**config.mk**
```make
export PLATFORM = sky130hd
export DESIGN_NAME = ram_master
export DESIGN_NICKNAME = d
export VERILOG_FILES = /design/src/rtl/ram_master.sv
export SDC_FILE = /design/constraint.sdc
export NUM_CORES = 1
export LEC_CHECK = 0
export CORE_MARGIN = 2
export CORE_UTILIZATION = 47
export DETAILED_ROUTE_END_ITERATION = 8
export GPL_ROUTABILITY_DRIVEN = 1
export PLACE_DENSITY = 0.79
export REMOVE_ABC_BUFFERS = 1
export SYNTH_ARGS = -nofsm -noshare
export SYNTH_HDL_FRONTEND = slang
export SYNTH_SLANG_ARGS = --single-unit
```
**constraint.sdc**
```tcl
create_clock -name clk -period 2.15 [get_ports clk]
set_input_delay 0.43 -clock clk [delete_from_list [all_inputs] [get_ports clk]]
set_output_delay 0.43 -clock clk [all_outputs]
set_load 0.01 [all_outputs]
```
**src/rtl/ram_master.sv**
```systemverilog
// Burst controller for a small asynchronous-read RAM with wr/rd strobes.
// Commands, write beats and read beats all use valid/ready handshakes.
module ram_master #(
    parameter int unsigned ADDR_W = 4,
    parameter int unsigned DATA_W = 4
) (
    input  logic              clk,
    input  logic              rst_n,
    input  logic              cmd_valid,
    output logic              cmd_ready,
    input  logic              cmd_write,
    input  logic [ADDR_W-1:0] cmd_addr,
    input  logic [ADDR_W-1:0] cmd_len,
    input  logic              wdata_valid,
    output logic              wdata_ready,
    input  logic [DATA_W-1:0] wdata,
    output logic              rdata_valid,
    input  logic              rdata_ready,
    output logic [DATA_W-1:0] rdata,
    output logic              busy,
    output logic [ADDR_W-1:0] mem_addr,
    output logic [DATA_W-1:0] mem_wdata,
    output logic              mem_wr,
    output logic              mem_rd,
    input  logic [DATA_W-1:0] mem_rdata
);

    typedef enum logic [1:0] {StIdle, StWrite, StRead} state_e;

    state_e            state_q, state_d;
    logic [ADDR_W-1:0] cur_addr_q, cur_addr_d;
    logic [ADDR_W-1:0] beats_left_q, beats_left_d;
    logic [ADDR_W-1:0] mem_addr_q, mem_addr_d;
    logic [DATA_W-1:0] mem_wdata_q, mem_wdata_d;
    logic [DATA_W-1:0] rdata_q, rdata_d;
    logic              mem_wr_q, mem_wr_d;
    logic              mem_rd_q, mem_rd_d;
    logic              rdata_valid_q, rdata_valid_d;
    logic              cmd_fire, wr_fire, slot_free;

    always_ff @(posedge clk or negedge rst_n) begin
        if (!rst_n) begin
            state_q       <= StIdle;
            cur_addr_q    <= '0;
            beats_left_q  <= '0;
            mem_addr_q    <= '0;
            mem_wdata_q   <= '0;
            rdata_q       <= '0;
            mem_wr_q      <= 1'b0;
            mem_rd_q      <= 1'b0;
            rdata_valid_q <= 1'b0;
        end else begin
            state_q       <= state_d;
            cur_addr_q    <= cur_addr_d;
            beats_left_q  <= beats_left_d;
            mem_addr_q    <= mem_addr_d;
            mem_wdata_q   <= mem_wdata_d;
            rdata_q       <= rdata_d;
            mem_wr_q      <= mem_wr_d;
            mem_rd_q      <= mem_rd_d;
            rdata_valid_q <= rdata_valid_d;
        end
    end

    assign cmd_fire  = cmd_valid & cmd_ready;
    assign wr_fire   = wdata_valid & wdata_ready;
    assign slot_free = ~rdata_valid_q | rdata_ready;

    always_comb begin
        state_d       = state_q;
        cur_addr_d    = cur_addr_q;
        beats_left_d  = beats_left_q;
        mem_addr_d    = mem_addr_q;
        mem_wdata_d   = mem_wdata_q;
        rdata_d       = rdata_q;
        mem_wr_d      = 1'b0;
        mem_rd_d      = mem_rd_q;
        // A consumed beat frees the slot unless a new capture refills it below.
        rdata_valid_d = rdata_valid_q & ~rdata_ready;
        unique case (state_q)
            StIdle: begin
                if (cmd_fire) begin
                    cur_addr_d   = cmd_addr;
                    beats_left_d = cmd_len;
                    if (cmd_write) begin
                        state_d = StWrite;
                    end else begin
                        state_d    = StRead;
                        mem_addr_d = cmd_addr;
                        mem_rd_d   = 1'b1;
                    end
                end
            end
            StWrite: begin
                if (wr_fire) begin
                    mem_addr_d   = cur_addr_q;
                    mem_wdata_d  = wdata;
                    mem_wr_d     = 1'b1;
                    cur_addr_d   = cur_addr_q + ADDR_W'(1);
                    beats_left_d = beats_left_q - ADDR_W'(1);
                    if (beats_left_q == '0) begin
                        state_d = StIdle;
                    end
                end
            end
            StRead: begin
                if (slot_free) begin
                    rdata_d       = mem_rdata;
                    rdata_valid_d = 1'b1;
                    mem_addr_d    = mem_addr_q + ADDR_W'(1);
                    beats_left_d  = beats_left_q - ADDR_W'(1);
                    if (beats_left_q == '0) begin
                        mem_rd_d = 1'b0;
                        state_d  = StIdle;
                    end
                end
            end
            default: state_d = StIdle;
        endcase
    end

    // Holding off new commands until the write strobe drops keeps wr and rd exclusive.
    always_comb begin
        cmd_ready   = (state_q == StIdle) & ~rdata_valid_q & ~mem_wr_q;
        wdata_ready = (state_q == StWrite);
        busy        = (state_q != StIdle);
    end

    assign mem_addr    = mem_addr_q;
    assign mem_wdata   = mem_wdata_q;
    assign mem_wr      = mem_wr_q;
    assign mem_rd      = mem_rd_q;
    assign rdata       = rdata_q;
    assign rdata_valid = rdata_valid_q;

endmodule
```
==> Yosys cells after proc, flatten, opt, wreduce, memory -nomap -nowiden <==
Cells that the tools add are included.
{ "word_totals": {"register_bits": 25, "latch_bits": 0, "ram_bits": 0, "rom_bits": 0, "in_bits": 22, "word_cells": 68, "n_memories": 0} }
{ "op_classes": {"addsub": 3, "mul": 0, "n_div": 0, "n_lt_le_gt_ge": 0, "n_eq_ne": 7, "shift": 0, "n_mux": 27, "bitwise_logic": 9, "reduce_logical": 13} }
{ "ops": {"columns": ["cell", "count"], "rows": [
  ["$mux 4", 9],
  ["$pmux 4 s3", 2],
  ["$mux 2", 5],
  ["$reduce_and 5->1", 2],
  ["$add 4x1->4 const B", 2],
  ["$mux 1", 8],
  ["$ne 2x2->1 const B", 4],
  ["$pmux 4 s2", 1],
  ["$pmux 2 s3", 1],
  ["$reduce_and 3->1", 2],
  ["$reduce_bool 2->1", 3],
  ["$and 1x1->1", 5],
  ["$logic_not 4->1", 1],
  ["$reduce_and 2->1", 2],
  ["$reduce_and 4->1", 1],
  ["$sub 4x1->4 const B", 1],
  ["$not 1->1", 3],
  ["$reduce_bool 3->1", 1],
  ["$eq 2x1->1 const B", 1],
  ["$eq 2x2->1 const B", 1],
  ["$logic_not 2->1", 1],
  ["$ne 2x1->1 const B", 1],
  ["$pmux 1 s2", 1],
  ["$or 1x1->1", 1]
]} }

==> Logic depth before layout (Yosys ltp) <==
{ "logic_depth": {"word_depth": 6, "depth_mapped": 7} }

==> Worst setup path after synthesis <==
No wires, ideal clock.
{ "synth_timing": {"path_kind": "reg-to-reg", "start": "register rdata_valid_q, in the netlist rdata_valid", "end": "register mem_addr_q[0], in the netlist mem_addr[0]", "setup_time_ns": 0.125, "arrival_ns": 1.813, "required_ns": 2.025, "slack_ns": 0.212, "path_stages_with_launch": 4, "n_path_buf": 0, "period_less_slack_ns": 1.938, "cell_sequence": "dfrtp_1 -> or4b_4 -> a2111oi_4 -> mux2_2"} }
{ "synth_via": {"elab_chain_cells": 6, "word_cells_on_any_way": 8, "cone_classes": "2 x eq/ne; 5 x bitwise; 1 x reduce/logical"} }
{ "synth_rtl": {"columns": ["item", "line_no", "source"], "rows": [
  ["start, declared", "38", "logic rdata_valid_q, rdata_valid_d;"],
  ["start signal, assigned", "61", "rdata_valid_q <= rdata_valid_d;"],
  ["$not 1->1 (*)", "67, 124", null],
  ["$and 1x1->1 (2 in a row)", "124", "cmd_ready = (state_q == StIdle) & ~rdata_valid_q & ~mem_wr_q;"],
  ["$and 1x1->1", "65", "assign cmd_fire = cmd_valid & cmd_ready;"],
  ["$ne 2x2->1 (no line)", null, null],
  ["$reduce_and 5->1 (no line) (*)", null, null],
  ["end signal, assigned", "56", "mem_addr_q <= mem_addr_d;"],
  ["end, declared", "33", "logic [ADDR_W-1:0] mem_addr_q, mem_addr_d;"]
]} }
Every way passes the cells marked *; elsewhere a longest branch is shown, timed or not.
A chain may end at the register's enable or synchronous reset.

==> Worst setup path after layout <==
{ "layout_timing": {"start": "input cmd_write", "end": "register mem_addr_q[3], in the netlist mem_addr[3]"} }
{ "layout_via": {"elab_chain_cells": 2} }
{ "layout_rtl": {"columns": ["item", "line_no", "source"], "rows": [
  ["start, declared", "11", "input logic cmd_write,"],
  ["$ne 2x2->1 (no line)", null, null],
  ["$reduce_and 5->1 (no line)", null, null]
]} }
Every way passes these cells.

==> metrics <==
Port Buffers 39; Area contributors post-synth dfrtp_1 (44%), mux2_2 (10%), ha_1 (6.1%), nor2_1 (3.4%), nand2_1 (3.1%); CP Capture Type flop; DRT iter0 DRCs 80; Required @ worst endpoint roughly 2400 ps; reg2reg start rdata_valid; Root Buffer clkbuf_4; Total Routing Usage GR a little over a fifth; layout cells sized above 1 16.1%; Synth cell types 36; R2R cell count 5; fin crit share 96.5%; crit-path cells clkdlybuf4s50_1 > or4b_4 > a2111oi_4 > buf_4 > nand2_1 > a22o_1; vias in the first global route between 1000 and 1500; Synth Instances approximately 140; Post-CTS Hold Fix Bufs 0; clock latency on the worst-skew pair approximately 320 ps; total power between 2 and 3 mW; max-cap violations 0; status complete, no violations; initial antenna violation count 0; Slew headroom between 50% and 60%; first-pass GRT wire length 5.84 mm; clock transition at the registers of the reported paths between 100 and 150 ps; ANT cells 0; global route overflow 0; final net count 223; synth warn 0; sequential area share after synthesis 43.5%; r2r endpoint mem_addr[3]; slowest CP cell or4b_4; Critical Path Fanout Max 4; DPL Wire Length 2.58 mm; Synth area leader dfrtp_1; Hold Fails Final Rpt 0; min-delay worst type input port to async pin; Final Setup Violations 0; top post-synthesis cells by count dfrtp_1 (25), mux2_2 (13), nor2_1 (13), nand2_1 (12), inv_1 (11); dominant synthesized flop cell dfrtp_1; share of the synthesized area in the top cell type between 40% and 50%; crit path time final just over 2000 ps; CTS sink cnt 25; Die Span Y 59.3 um; Core ar. roughly 0.003 mm2; I/O pins 40; critical path startpoint category input port; worst slew pin tran roughly 630 ps; critical path type input port to flop; r2r setup slk ~190 ps; static leakage about 0.88 nW; H-tree Lvls 1; 1st-pass router iterations 4; Worst Hold Slack 445 ps; Initial Util between 40% and 50%; synthesized flop and latch total 25; Die W 59.3 um; top-count cell post-synth dfrtp_1; fmax between 400 and 500 MHz; number of CTS-inserted buffers 3; vias per std cell around 5.7; DRT Wirelength roughly 3.4 mm; Critical Path AT around 2300 ps; Setup WS pre-CTS -330 ps; power per cell area around 1500 mW/mm2; Layout fillers about 260; Rows 20; ys async rst share 100%; final slew viol count 0; clk_skew roughly 4.4 ps; drt wl/cell around 15 um; GP Congestion 0.858; CTS tree yes; crit-path max cell delay a little under 600 ps; die area ~0.0035 mm2; Final WS setup about 76 ps; Max IR drop VDD between 0.8 and 0.9 mV; via count ~1300; RSZ-0062 raised after global routing false; DRC viols 0; Post-DRT Antenna Nets 0; Post-synth EDFFs 0; pin count of the biggest net entering global routing 26; Cell Area, Synth about 0.0014 mm2; CTS max path bufs 2; synth-to-layout area growth 36.1%; syn avg cell area 9.98 um2
[sequential cells by signal, indices dropped and copies added (netlist names)]
name,cells
beats_left_q,4
cur_addr_q,4
mem_addr,4
mem_wdata,4
rdata,4
state_q,2
mem_rd,1
mem_wr,1
rdata_valid,1
[worst max path at each step]
stage | cells after the start | to | startpoint
2_1_floorplan | 6 | beats_left_q[3] | state_q[1]
3_3_place_gp | 6 | mem_addr[3] | cmd_write
3_5_place_dp | 4 | mem_addr[2] | cmd_write
4_1_cts | 6 | mem_addr[3] | cmd_write
5_1_grt | 6 | mem_addr[3] | cmd_write
6_report | 6 | mem_addr[3] | cmd_write
[area by class of cell]
type	count	area, um2	area share, %
Tap cell	33	41.3	2.11
Sequential cell	25	626	32.0
Clock buffer	3	22.5	1.15
Inverter	11	41.3	2.11
Multi-Input combinational cell	103	752	38.4
Timing Repair Buffer	50	469	24.0
Clock inverter	1	5.00	0.256
[cells in the final DEF (no fill, tap or decap), types with 2 or more instances in the layout]
cell type        count
clkdlybuf4s50_1     36
dfrtp_1             25
nor2_1              13
mux2_2              13
nand2_1             12
inv_1               11
buf_4               11
o21ai_0              7
ha_1                 7
a21oi_1              6
nand3_1              6
a31oi_1              4
nor3_1               3
nand2b_1             3
mux2i_1              3
clkbuf_4             3
dlygate4sd2_1        3
nor2b_1              2
a2111o_1             2
a22oi_1              2
nand4_1              2
[cells by family (layout without fill, tap and decap cells)]
logic type,count (synthesis),in the layout,share of synthesized area [%]
simple gates,50,50,18.5
compound gates,29,29,14.9
flops,25,25,43.5
mux,16,16,12.3
buf+inv,16,65,4.18
fa+ha+maj,7,7,6.09
xor+xnor,1,1,0.609
[metrics by stage]
stage	instances	instance area [um2]	util, %	TNS, ps
2_1_floorplan	139	1420	-	0
3_3_place_gp	221	1930	64.7	-1320
3_5_place_dp	221	1930	64.7	-1550
4_1_cts	226	1960	65.7	0
5_1_grt	226	1960	65.7	0
6_report	226	1960	65.7	0
[critical path, delay by kind of cell]
kind,cells,cell delay [ps]
AO/OA/AOI/OAI,2,610
AND/OR/NAND/NOR,2,630
buffers and inverters,2,630
[power by group]
part	internal [mW]	switching [mW]	leakage (nW)	total, mW
combinational	0.928	0.835	0.568	1.76
sequential	0.697	0.192	0.296	0.890
clock	0.0697	0.143	0.0177	0.213
total	1.69	1.17	0.881	2.87
[routing by layer]
layer	vias up	track usage, %	part of all wire (%)	routed length, um
met5	-	0	0	0
met4	0	10.7	2.3	79
met3	8	6.11	5.4	182
met2	39	37.4	51	1720
met1	635	24.5	41	1390
li1	612	-	-	-
[repair_timing]
action,4_1_cts,5_1_grt
resized for setup,3,0
setup endpoints to repair,3,4
buffers inserted,1,0
pin swaps,0,1
(Power assumes the default switching activity.)
==> RTL change 1, RTL diff (same settings) <==
`ADDR_W`: 4 -> 5.
--- a/src/rtl/ram_master.sv
+++ b/src/rtl/ram_master.sv
@@ -1,7 +1,7 @@
 // Burst controller for a small asynchronous-read RAM with wr/rd strobes.
 // Commands, write beats and read beats all use valid/ready handshakes.
 module ram_master #(
-    parameter int unsigned ADDR_W = 4,
+    parameter int unsigned ADDR_W = 5,
     parameter int unsigned DATA_W = 4
 ) (
     input  logic              clk,
Interface: changed (resized cmd_addr, cmd_len and mem_addr); port bits go from 40 to 43. No check against the original RTL was run, so the function may have changed too.
==> RTL change 1 against the original RTL <==
Maximum frequency rose by 1.4%. Synthesized area rose by 20%. Setup slack improved by 0.029 ns. Count of clock-buffer cells in the layout rose by 1. Power rose by 22%. Sequential cell count rose by 3. Global-route usage fell by 1.3 points. Non-clock buffer count rose by 7. Design area rose by 18%. Via count rose by 14%. Wire length rose by 16%. Largest cell class unchanged.
==> RTL change 1: results (changes against the original RTL) <==
[detailed_routing]
wl_met2_um=1970  ; was 1720 µm
wl_met3_um=159  ; was 182 µm
wl_per_cell_um=14.5  ; was 14.9 µm
via_per_inst=5.49  ; was 5.73
wl_met1_um=1750  ; was 1390 µm
drt_iter0_drc=59  ; was 80

[synth]
seq_area_frac_synth_pct=40.7  ; was 43.5%
ys_types=51  ; was 36
synth_compound_area_share_pct=18.0  ; was 14.9%
synthMuxAreaShare_pct=11.1  ; was 12.3%
syn_inst=170  ; was 144
synth_xor_area_share_pct=1.53  ; was 0.609%
synth.area.top_cells=dfrtp_1 41%, mux2_2 5.9%, ha_1 5.1%, mux2_4 3.5%, inv_1 2.6%  ; was dfrtp_1 44%, mux2_2 10%, ha_1 6.1%, nor2_1 3.4%, nand2_1 3.1%
synthArstFlopShare_pct=100  ; unchanged

[critical_path]
r2r_slack_ns=0.25  ; was 0.19 ns
r2r_end=state_q[1]$_DFFE_PN0P_  ; was mem_addr[3]$_DFFE_PN0P_
r2r_cells=6  ; was 5
cp_slowest_cell=clkdlybuf4s50_1  ; was or4b_4
critical_path.max_stage_delay_ns=0.56  ; was 0.58 ns
crit_arrival_ns=1.62  ; was 2.30 ns
timing.critical_path.fanout_max=5  ; was 4
crit_start=state_q[1]$_DFFE_PN0P_  ; was cmd_write

[place]
gp_congestion=0.769  ; was 0.858
numPortBuffers=42  ; was 39
dp_hpwl_um=3010  ; was 2580 µm
dp_cells=262  ; was 221

[status]
status=complete, no violations  ; unchanged

[layout]
final_layout_size_suffix_gt1_share_pct=19.4  ; was 16.1%
final_cells=268  ; was 226

[sta]
relSlewSlack_pct=71.1  ; was 58.1%
finClkSkew_ns=0.00444  ; was 0.00443 ns

[power]
vdd_drop_max_mv=0.723  ; was 0.898 mV

[grt]
grt.total_usage_pct=20.5  ; was 21.7%
grt_pass1_wl_um=6820  ; was 5840 µm
grt_max_degree=29  ; was 26
grt_pass1_vias=1564  ; was 1,392

[RTL change 1: final cells by class]
| type | count | area [µm²] |
|---|---|---|
| well taps | 46 | 57.6 |
| inverters | 14 | 52.6 |
| clock buffers | 4 | 36.3 |
| repair buffers | 57 | 534 |
| flip-flops and latches | 28 | 701 |
| fillers | 272 | 1100 |
| multi-input cells | 119 | 931 |
[RTL change 1: worst max-delay path: cells and delay by family, from the launching register on]
family | cells | cell delay, ns
buf+inv | 2 | 0.64
flops | 1 | 0.41
fa+ha+maj | 1 | 0.24
[RTL change 1: worst max path at each step]
stage / to / slack [ns] / cells after the start
floorplan: mem_addr[2]$_DFFE_PN0P_ / -0.15 / 6
global placement: mem_addr[1]$_DFFE_PN0P_ / 0.01 / 5
detailed placement: mem_addr[1]$_DFFE_PN0P_ / -0.02 / 5
CTS: busy / 0.04 / 4
global route: wdata_ready / 0.03 / 3
finish: wdata_ready / 0.10 / 3
[RTL change 1: layer usage]
metal | vias to the layer above | global-route usage (%)
met2 | 38 | 36.1
met5 | - | 0
met1 | 709 | 26.0
li1 | 722 | -
met4 | 0 | 5.05
met3 | 2 | 3.65
[RTL change 1: per-stage QoR]
step	setup TNS [ns]	hold slack, ns
3_3_place_gp	0	0.491
2_1_floorplan	-0.463	0.134
5_1_grt	0	0.476
4_1_cts	0	0.457
3_5_place_dp	-0.0619	0.497
6_report	0	0.447
[RTL change 1: cell families after synthesis]
logic type	count (synthesis)
compound gates	42
xor+xnor	3
flops	28
mux	16
buf+inv	23
fa+ha+maj	7
simple gates	51
[RTL change 1: power by group]
group          switching (W)  leakage [nW]  internal, W  total, W
Combinational        0.00103         0.674      0.00118   0.00220
Sequential          0.000241         0.333     0.000783   0.00102
Clock               0.000162        0.0210     0.000104  0.000266
[RTL change 1: what timing repair did]
item / 4_1_cts / 5_1_grt
endpoints found under the setup margin: 3 / 1
gates resized for setup: 2 / 1
setup buffers: 2 / 0
==> RTL change 2, RTL diff (same settings) <==
Made on the original files. Re-encode `state_e` (3 states) as one-hot, 3 bits wide.
--- a/src/rtl/ram_master.sv
+++ b/src/rtl/ram_master.sv
@@ -25,7 +25,7 @@
     input  logic [DATA_W-1:0] mem_rdata
 );
 
-    typedef enum logic [1:0] {StIdle, StWrite, StRead} state_e;
+    typedef enum logic [2:0] {StIdle = 3'b001, StWrite = 3'b010, StRead = 3'b100} state_e;
 
     state_e            state_q, state_d;
     logic [ADDR_W-1:0] cur_addr_q, cur_addr_d;
Check against the original RTL: same outputs for any inputs over 10 cycles, from zero or initial values and one cycle with rst_n low; not proved beyond that.
==> RTL change 2 against the original RTL <==
Design area decreased by 2.9%. Count of clock-buffer cells in the layout increased by 1. Critical path type is now register to primary output. Synthesized area decreased by 3.9%. Wire length down 3.4%. Sequential power up 3.5%. Sequential share of layout area increased by 2.4 points. Highest routed layer unchanged. Largest cell class unchanged. Die area decreased by 3.7%. Maximum frequency rose by 1.0%. Core utilization grew 2.6 points. Power is 10% lower. Sequential cell count increased by 1. Setup slack improved by 0.021 ns.
==> RTL change 2: results (changes against the original RTL) <==
[synth]
synth.area.top_cells=dfrtp_1 45%, mux2_1 5.7%, mux2_2 4.1%, a21oi_1 3.6%, nand3_1 3.3%  ; was dfrtp_1 44%, mux2_2 10%, ha_1 6.1%, nor2_1 3.4%, nand2_1 3.1%
ys_types=45  ; was 36
seq_area_frac_synth_pct=47.2  ; was 43.5%
yosys-top-cells-count=25 x dfrtp_1, 10 x a21oi_1, 9 x nand3_1  ; was 25 x dfrtp_1, 13 x mux2_2, 13 x nor2_1
synthArstFlopShare_pct=100  ; unchanged
yosys_warnings=0  ; unchanged

[power]
pwr-share-comb_pct=54.8  ; was 61.5%
leakage_nw=0.830  ; was 0.881 nW
power_switching_share_pct=38.6  ; was 40.8%
seqPwrFrac_pct=35.7  ; was 31.0%
power_density_nw_per_um2=1360  ; was 1460 nW/µm²
vdd_drop_max_mv=0.979  ; was 0.898 mV

[critical_path]
cp-start-kind=register  ; was primary input
path_delay_family=flip-flops  ; was buffers and inverters
cp_slowest_cell=dfstp_2  ; was or4b_4
r2r_end=mem_addr[2]$_DFFE_PN0P_  ; was mem_addr[3]$_DFFE_PN0P_
critical_path.max_stage_delay_ns=0.56  ; was 0.58 ns
r2r_cells=7  ; was 5
r2r_slack_ns=0.21  ; was 0.19 ns
crit_arrival_ns=1.62  ; was 2.30 ns
reg2reg_from=state_q[0]$_DFFE_PN1P_  ; was rdata_valid$_DFF_PN0_
crit_end=cmd_ready  ; was mem_addr[3]$_DFFE_PN0P_

[grt]
grt_pass1_vias=1205  ; was 1,392
gr-total-overflow=0  ; unchanged
grt_max_degree=27  ; was 26
antenna_found_initial=0  ; unchanged
grt_pass1_wl_um=5570  ; was 5840 µm
grt.total_usage_pct=21.6  ; was 21.7%

[sta]
finClkSkew_ns=0.00854  ; was 0.00443 ns
tightest_slew_ns=0.539  ; was 0.628 ns

[min_path]
hold_class=primary input to async pin  ; unchanged

[layout]
diodes=0  ; unchanged
nets=200  ; was 223
n_fill_cell=219  ; was 264
final_layout_size_suffix_gt1_share_pct=14.9  ; was 16.1%

[detailed_routing]
via_per_inst=5.86  ; was 5.73
drt_iter0_drc=44  ; was 80
drtPass1Iterations=4  ; unchanged
wl_um=3260  ; was 3370 µm

[place]
numPortBuffers=39  ; unchanged
gp_congestion=0.921  ; was 0.858
dp_hpwl_um=2420  ; was 2580 µm

[status]
status=complete, no violations  ; unchanged

[clock_tree]
cts_buffers=3  ; unchanged
clk_latency_ns=0.32  ; about the same
clockRootBuffer=clkbuf_4  ; unchanged

RTL change 2: cell types whose count changed in the layout (fill, tap and decap cells not counted), moves of 5 or more:
cell and change:
inv_1 -8, mux2_1 +7, mux2_2 -8, nand2_1 -5
nor2_1 -11, o21ai_0 -6
RTL change 2: through the flow:
| step | area (µm²) | hold slack (ns) | TNS (ns) | cells | setup WS, ns |
|---|---|---|---|---|---|
| after floorplan | 1370 | 0.134 | 0 | 123 | 0.107 |
| after global placement | 1840 | 0.474 | 0 | 199 | 0.0112 |
| after detailed placement | 1840 | 0.484 | -0.237 | 199 | -0.0779 |
| after CTS | 1900 | 0.463 | 0 | 205 | 0.0211 |
| after global routing | 1900 | 0.470 | 0 | 205 | 0.0391 |
| final | 1900 | 0.449 | 0 | 205 | 0.0967 |
RTL change 2: timing repair:
action,4_1_cts,5_1_grt
pin swaps,1,0
buffers inserted,2,0
setup endpoints to repair,3,1
resized for setup,3,1
RTL change 2: layer usage:
metal,track usage (%),part of all wire [%],up-vias
li1,-,-,575
met1,29.8,45,572
met2,33.8,46,47
met3,3.57,6.8,7
met4,9.30,2.1,0
met5,0,0,-
RTL change 2: kinds of logic after synthesis:
kind of cell | after synthesis | synth area share, %
adders and majority gates | 3 | 2.72
buffers and inverters | 8 | 2.72
DFF | 26 | 47.2
muxes | 16 | 12.7
xor gates and xnor gates | 2 | 1.27
and+or+nand+nor | 36 | 16.2
AOI/OAI and AO/OA | 35 | 17.2
RTL change 2: final cells by class:
type                       count  area, µm²  area share (%)
multi-input combinational     92        698            36.8
sequential                    26        652            34.3
timing repair buffer          47        450            23.7
tap                           31       38.8            2.04
clock buffer                   4       36.3            1.91
inverter                       5       23.8            1.25
